<file path="config.mk">
export PLATFORM = sky130hd
export DESIGN_NAME = uart_rx_deframer_flat
export DESIGN_NICKNAME = d
export VERILOG_FILES = /design/src/rtl/uart_pkg.sv /design/src/rtl/uart_rx_deframer_if.sv /design/src/rtl/sync_ff.sv /design/src/rtl/uart_rx_deframer.sv /design/src/flat_wrapper.sv
export SDC_FILE = /design/constraint.sdc
export NUM_CORES = 1
export LEC_CHECK = 0
export CORE_UTILIZATION = 45
export CTS_BUF_LIST = sky130_fd_sc_hd__clkbuf_4
export DETAILED_ROUTE_END_ITERATION = 16
export PLACE_DENSITY = 0.67
export SYNTH_ARGS = -nofsm -noshare
export SYNTH_HDL_FRONTEND = slang
export SYNTH_SLANG_ARGS = --single-unit
</file>
<file path="constraint.sdc">
create_clock -name clk -period 2 [get_ports clk]
set_input_delay 0.6 -clock clk [delete_from_list [all_inputs] [get_ports clk]]
set_output_delay 0.6 -clock clk [all_outputs]
set_load 0.03 [all_outputs]
</file>
<file path="src/rtl/uart_pkg.sv">
// Shared UART receive-path definitions: parity encoding, receive FSM states
// and the default oversampling ratio.
package uart_pkg;

  localparam logic [1:0] PAR_NONE00 = 2'b00;
  localparam logic [1:0] PAR_ODD    = 2'b01;
  localparam logic [1:0] PAR_EVEN   = 2'b10;
  localparam logic [1:0] PAR_NONE11 = 2'b11;

  localparam int unsigned DEFAULT_OVERSAMPLE = 16;

  typedef enum logic [2:0] {
    RX_IDLE,
    RX_START,
    RX_DATA,
    RX_PARITY,
    RX_STOP
  } rx_state_t;

  function automatic logic has_parity(input logic [1:0] ptype);
    case (ptype)
      PAR_ODD, PAR_EVEN:      return 1'b1;
      PAR_NONE00, PAR_NONE11: return 1'b0;
      default:                return 1'b0;
    endcase
  endfunction

endpackage

</file>
<file path="src/rtl/uart_rx_deframer_if.sv">
// Serial-in / captured-frame-out bundle of the UART receive deframer.
// The master side is the deframer; the slave side feeds it and consumes the frame.
interface uart_rx_deframer_if;
  logic       baud_tick;
  logic       rx;
  logic [1:0] parity_type;
  logic [7:0] raw_data;
  logic       start_bit;
  logic       parity_bit;
  logic       stop_bit;
  logic       recieved_flag;
  logic       rx_busy;

  modport master (
    input  baud_tick, rx, parity_type,
    output raw_data, start_bit, parity_bit, stop_bit, recieved_flag, rx_busy
  );

  modport slave (
    output baud_tick, rx, parity_type,
    input  raw_data, start_bit, parity_bit, stop_bit, recieved_flag, rx_busy
  );
endinterface

</file>
<file path="src/rtl/sync_ff.sv">
// Parameterised-depth flop chain for bringing an asynchronous level into clk.
module sync_ff #(
  parameter int unsigned DEPTH   = 2,
  parameter logic        RST_VAL = 1'b0
) (
  input  logic clk,
  input  logic reset,
  input  logic d_i,
  output logic q_o
);

  logic [DEPTH-1:0] sync_q;

  always_ff @(posedge clk or posedge reset) begin
    if (reset) begin
      sync_q <= {DEPTH{RST_VAL}};
    end else begin
      sync_q[0] <= d_i;
      for (int unsigned i = 1; i < DEPTH; i++) begin
        sync_q[i] <= sync_q[i-1];
      end
    end
  end

  assign q_o = sync_q[DEPTH-1];

endmodule

</file>
<file path="src/rtl/uart_rx_deframer.sv">
// UART receive deframer: synchronises rx, finds the start edge and samples
// start/data/parity/stop at mid-bit on the oversampling tick.
module uart_rx_deframer
  import uart_pkg::*;
#(
  parameter int unsigned OVERSAMPLE  = DEFAULT_OVERSAMPLE,
  parameter int unsigned SYNC_STAGES = 2
) (
  input  logic                clk,
  input  logic                reset,
  uart_rx_deframer_if.master  bus
);

  localparam int unsigned    TW   = $clog2(OVERSAMPLE);
  localparam logic [TW-1:0]  MID  = TW'(OVERSAMPLE / 2 - 1);
  localparam logic [TW-1:0]  LAST = TW'(OVERSAMPLE - 1);

  logic            rx_s;
  rx_state_t       state_q;
  logic [TW-1:0]   tick_q;
  logic [2:0]      bit_q;
  logic [1:0]      ptype_q;
  logic [7:0]      data_q;
  logic            start_q;
  logic            par_q;
  logic            stop_q;
  logic            flag_q;
  logic            busy_q;

  sync_ff #(
    .DEPTH   (SYNC_STAGES),
    .RST_VAL (1'b1)
  ) u_sync (
    .clk   (clk),
    .reset (reset),
    .d_i   (bus.rx),
    .q_o   (rx_s)
  );

  always_ff @(posedge clk or posedge reset) begin
    if (reset) begin
      state_q <= RX_IDLE;
      tick_q  <= '0;
      bit_q   <= '0;
      ptype_q <= '0;
      data_q  <= '0;
      start_q <= 1'b0;
      par_q   <= 1'b0;
      stop_q  <= 1'b0;
      flag_q  <= 1'b0;
      busy_q  <= 1'b0;
    end else begin
      flag_q <= 1'b0;
      case (state_q)
        RX_IDLE: begin
          ptype_q <= bus.parity_type;
          if (!rx_s) begin
            state_q <= RX_START;
            tick_q  <= '0;
            busy_q  <= 1'b1;
          end
        end
        RX_START: if (bus.baud_tick) begin
          // A high start sample is reported, not aborted.
          if (tick_q == MID) begin
            start_q <= rx_s;
            tick_q  <= '0;
            bit_q   <= '0;
            state_q <= RX_DATA;
          end else begin
            tick_q <= tick_q + 1'b1;
          end
        end
        RX_DATA: if (bus.baud_tick) begin
          if (tick_q == LAST) begin
            data_q[bit_q] <= rx_s;
            tick_q        <= '0;
            if (bit_q == 3'd7) begin
              if (has_parity(ptype_q)) begin
                state_q <= RX_PARITY;
              end else begin
                state_q <= RX_STOP;
                par_q   <= 1'b1;
              end
            end else begin
              bit_q <= bit_q + 1'b1;
            end
          end else begin
            tick_q <= tick_q + 1'b1;
          end
        end
        RX_PARITY: if (bus.baud_tick) begin
          if (tick_q == LAST) begin
            par_q   <= rx_s;
            tick_q  <= '0;
            state_q <= RX_STOP;
          end else begin
            tick_q <= tick_q + 1'b1;
          end
        end
        RX_STOP: if (bus.baud_tick) begin
          // Leave at mid stop bit so an immediately following start edge is seen.
          if (tick_q == LAST) begin
            stop_q  <= rx_s;
            tick_q  <= '0;
            flag_q  <= 1'b1;
            busy_q  <= 1'b0;
            state_q <= RX_IDLE;
          end else begin
            tick_q <= tick_q + 1'b1;
          end
        end
        default: begin
          state_q <= RX_IDLE;
          busy_q  <= 1'b0;
        end
      endcase
    end
  end

  assign bus.raw_data      = data_q;
  assign bus.start_bit     = start_q;
  assign bus.parity_bit    = par_q;
  assign bus.stop_bit      = stop_q;
  assign bus.recieved_flag = flag_q;
  assign bus.rx_busy       = busy_q;

endmodule

</file>
<file path="src/flat_wrapper.sv">
// flat-port wrapper written by rule: the top's interface ports become plain ports
module uart_rx_deframer_flat import uart_pkg::*;
#(
  parameter int unsigned OVERSAMPLE  = DEFAULT_OVERSAMPLE,
  parameter int unsigned SYNC_STAGES = 2
)
  (clk, reset, bus_baud_tick, bus_rx, bus_parity_type, bus_raw_data, bus_start_bit, bus_parity_bit, bus_stop_bit, bus_recieved_flag, bus_rx_busy);
  uart_rx_deframer_if bus_i ();
  input  logic clk;
  input  logic reset;
  input wire logic [$bits(bus_i.baud_tick)-1:0] bus_baud_tick;
  input wire logic [$bits(bus_i.rx)-1:0] bus_rx;
  input wire logic [$bits(bus_i.parity_type)-1:0] bus_parity_type;
  output wire logic [$bits(bus_i.raw_data)-1:0] bus_raw_data;
  output wire logic [$bits(bus_i.start_bit)-1:0] bus_start_bit;
  output wire logic [$bits(bus_i.parity_bit)-1:0] bus_parity_bit;
  output wire logic [$bits(bus_i.stop_bit)-1:0] bus_stop_bit;
  output wire logic [$bits(bus_i.recieved_flag)-1:0] bus_recieved_flag;
  output wire logic [$bits(bus_i.rx_busy)-1:0] bus_rx_busy;
  assign bus_i.baud_tick = bus_baud_tick;
  assign bus_i.rx = bus_rx;
  assign bus_i.parity_type = bus_parity_type;
  assign bus_raw_data = bus_i.raw_data;
  assign bus_start_bit = bus_i.start_bit;
  assign bus_parity_bit = bus_i.parity_bit;
  assign bus_stop_bit = bus_i.stop_bit;
  assign bus_recieved_flag = bus_i.recieved_flag;
  assign bus_rx_busy = bus_i.rx_busy;
  uart_rx_deframer #(.OVERSAMPLE(OVERSAMPLE), .SYNC_STAGES(SYNC_STAGES)) u_core (.clk(clk), .reset(reset), .bus(bus_i));
endmodule
</file>
==> results_dict.tcl <==
set metrics [dict create \
    status "completed" \
    multi_input_area_sq_um 709.4 \
    synth_area_sq_um 1470 \
    clkTransAtPathRegs_ns 0.14 \
    path_buf_inv 1 \
    synth-async-reset-ratio_pct 100.0 \
    postCtsSetupRepairBufs 0 \
    wl_met1_mm 1.314 \
    grt_pass1_wl_mm 4.919 \
    worst_slack_ns 0.05069 \
    syn_to_final_growth_pct 20.00 \
    fmax_mhz 513.0 \
    yosys.area.top_type "dfrtp_1" \
    critPathSlowestCell "clkdlybuf4s50_1" \
    chipHeight_um 59.16 \
    path_class "register to primary output" \
    yosysWarnings 0 \
    rows 20 \
    worstPathRequired_ns 1.40 \
    powerDensity_nw_per_um2 919.8 \
    die_x_um 59.16 \
    grt_max_degree 28 \
    synth_area_leaders "dfrtp_1, mux2_2, dfstp_2" \
    dieArea_sq_um 3499 \
    clock_path_buffers 2 \
    relSlewSlack_pct 65.03 \
    grt_overflow_total 0 \
    clkSinkCount 27 \
    fill_cells 274 \
    worst-path-max-fanout 2 \
    hold_path_class "register to register" \
    final_nets 162 \
    place_worst_setup_slack_ns -0.2639 \
    max_stage_delay_ns 0.67 \
    drc 0 \
    clock_skew_ns 0.002534 \
    io_pins 19 \
    synth_nets 138 \
    critPathArrivalTime_ns 1.35 \
    antenna_found_initial 0 \
    top_layer "met4" \
    cts_root_buffer "clkbuf_4" \
    vias 1081 \
    synth_top_area_share_pct 42.55 \
    grt_use_total_pct 18.49 \
    min_period_over_period_pct 97.47 \
    post_route_cells_drive_above_1_share_pct 25.66 \
    via_per_inst 5.515 \
    seqCellArea_sq_um 678.2 \
    final-max-slew-violation-count 0 \
    drt-total-wl_mm 2.776 \
    start_util_pct 47.76 \
    hold_slack_ns 0.3652 \
    post-route-util_pct 57.32 \
    clk_latency_ns 0.32 \
    power.leakage_nw 0.9204 \
    max-cap-violations 0 \
    timing.final.crit_period_ns 1.949 \
    wl_per_cell_um 14.16 \
    rsz0062_at_grt "true" \
    grt_pass1_vias 1056 \
    path_delay_family "buffers and inverters" \
    finalHoldViolations 0 \
    netlist_instances 129 \
    design.core.area_sq_um 3078 \
    ys_types 46 \
    syn_area_per_cell_sq_um 11.40 \
    cts_tree "yes" \
    worstSetupStartpointType "register" \
    synth_enable_flop_cells 0 \
    drt_iter0_drc 32 \
    cts_inserted_buffers 3 \
    crit_chain "clkdlybuf4s50_1" \
    wl_met2_mm 1.364 \
    met3_wirelength_um 70 \
    p_total_mw 1.623 \
    yosys_register_bits 27 \
    port_buffers 18 \
    detail-route-antenna-nets 0 \
    synthFlopType "dfrtp_1" \
    first_pass_iters 4 \
    yosysSeqAreaShare_pct 46.13 \
    vdd_drop_max_v 0.0003677 \
    hpwl_mm 2.059 \
    htreeDepth 1 \
    setup_viol 0 \
    cp-end-kind "primary output" \
    antenna_cells 0 \
    tightest_slew_ns 0.5246 \
    place.gp.congestion 0.8245 \
]
## synthesized netlist by cell type (3+ instances only)
cell,count
mux2_2,8
a22o_1,3
dfrtp_1,25
mux2_1,4
a21oi_1,3
a21o_1,3
nand3_1,5
o21ai_0,3
nor2_1,7
a211oi_1,3
nand2_1,7
ha_1,3
nor3_1,3
clkbuf_1,3
nor3b_1,4
## registers in the layout, indices dropped and copies added, names as in the netlist
| register | count |
|---|---|
| u_core.tick_q | 4 |
| u_core.bit_q | 3 |
| u_core.bus.recieved_flag | 1 |
| u_core.bus.parity_bit | 1 |
| u_core.bus.raw_data | 8 |
| u_core.ptype_q | 2 |
| u_core.bus.rx_busy | 1 |
| u_core.state_q | 3 |
| u_core.bus.stop_bit | 1 |
| u_core.u_sync.sync_q | 2 |
| u_core.bus.start_bit | 1 |
## report_power, final
part           switching [mW]  internal, mW  leakage (nW)
registers               0.143         0.627         0.354
logic                   0.294         0.312         0.548
clock network           0.155        0.0916        0.0184
total                   0.592          1.03         0.920
## cell families (layout without fill, tap and decap cells)
logic type               after synthesis  after routing  synth area share [%]
AO/OA/AOI/OAI                         24             24                 11.83
XOR/XNOR                               1              1                0.5959
adder cells (fa/ha/maj)                3              3                 2.553
buffers and inverters                 11             34                 5.786
flip-flops                            27             27                 46.13
multiplexers                          14             14                 11.23
AND/OR/NAND/NOR                       49             49                 21.87
## placed cells by master, fill, tap and decap left out, types with 3 or more instances in the layout
master / netlist / final
a21oi_1: 3 / 3
dfrtp_1: 25 / 25
nor3b_1: 4 / 4
mux2_2: 8 / 8
a22o_1: 3 / 3
nor2_1: 7 / 7
mux2_1: 4 / 4
a21o_1: 3 / 3
buf_4: 2 / 11
nor3_1: 3 / 3
clkbuf_4: 0 / 4
dlymetal6s2s_1: 0 / 10
clkdlybuf4s50_1: 0 / 8
nand3_1: 5 / 5
o21ai_0: 3 / 3
nand2_1: 7 / 7
a211oi_1: 3 / 3
## final timing paths
check / startpoint / to / slack (ns) / depth (start not counted)
max: u_core.bus.raw_data[2]$_DFFE_PP0P_ / bus_raw_data[2] / 0.05 / 1
min: u_core.u_sync.sync_q[0]$_DFF_PP1_ / u_core.u_sync.sync_q[1]$_DFF_PP1_ / 0.37 / 0
max reg2reg: u_core.bit_q[0]$_DFFE_PP0P_ / u_core.bit_q[0]$_DFFE_PP0P_ / 0.14 / 6
min reg2reg: u_core.u_sync.sync_q[0]$_DFF_PP1_ / u_core.u_sync.sync_q[1]$_DFF_PP1_ / 0.37 / 0
max in group asynchronous: reset / u_core.u_sync.sync_q[0]$_DFF_PP1_ / 1.09 / 3
min in group asynchronous: reset / u_core.bit_q[1]$_DFFE_PP0P_ / 0.62 / 3
## per-layer routing
| layer | GRT usage [%] | up-vias |
|---|---|---|
| met1 | 25.98 | 546 |
| met3 | 1.965 | 4 |
| met2 | 29.87 | 14 |
| met4 | 6.122 | 0 |
| met5 | 0 | - |
| li1 | - | 517 |
## cell type report
cell class / count / share of cell area, %
multi-input cells: 91 / 40.21
flip-flops and latches: 27 / 38.44
repair buffers: 29 / 16.31
well taps: 44 / 3.121
clock buffers: 4 / 1.702
inverters: 1 / 0.2128
## stage by stage
stage                TNS, ns  std cells  area [sq um]
global placement      -3.647        192          1707
global route        -0.09317        196          1764
CTS                        0        196          1737
detailed placement    -3.758        192          1707
finish                     0        196          1764
floorplan                  0        129          1470
## timing repair
item | in CTS | in global routing
gates resized for setup | 0 | 11
hold buffers | 0 | 0
endpoints found under the setup margin | 0 | 12
Note: power is estimated with default switching activity, not from simulation.
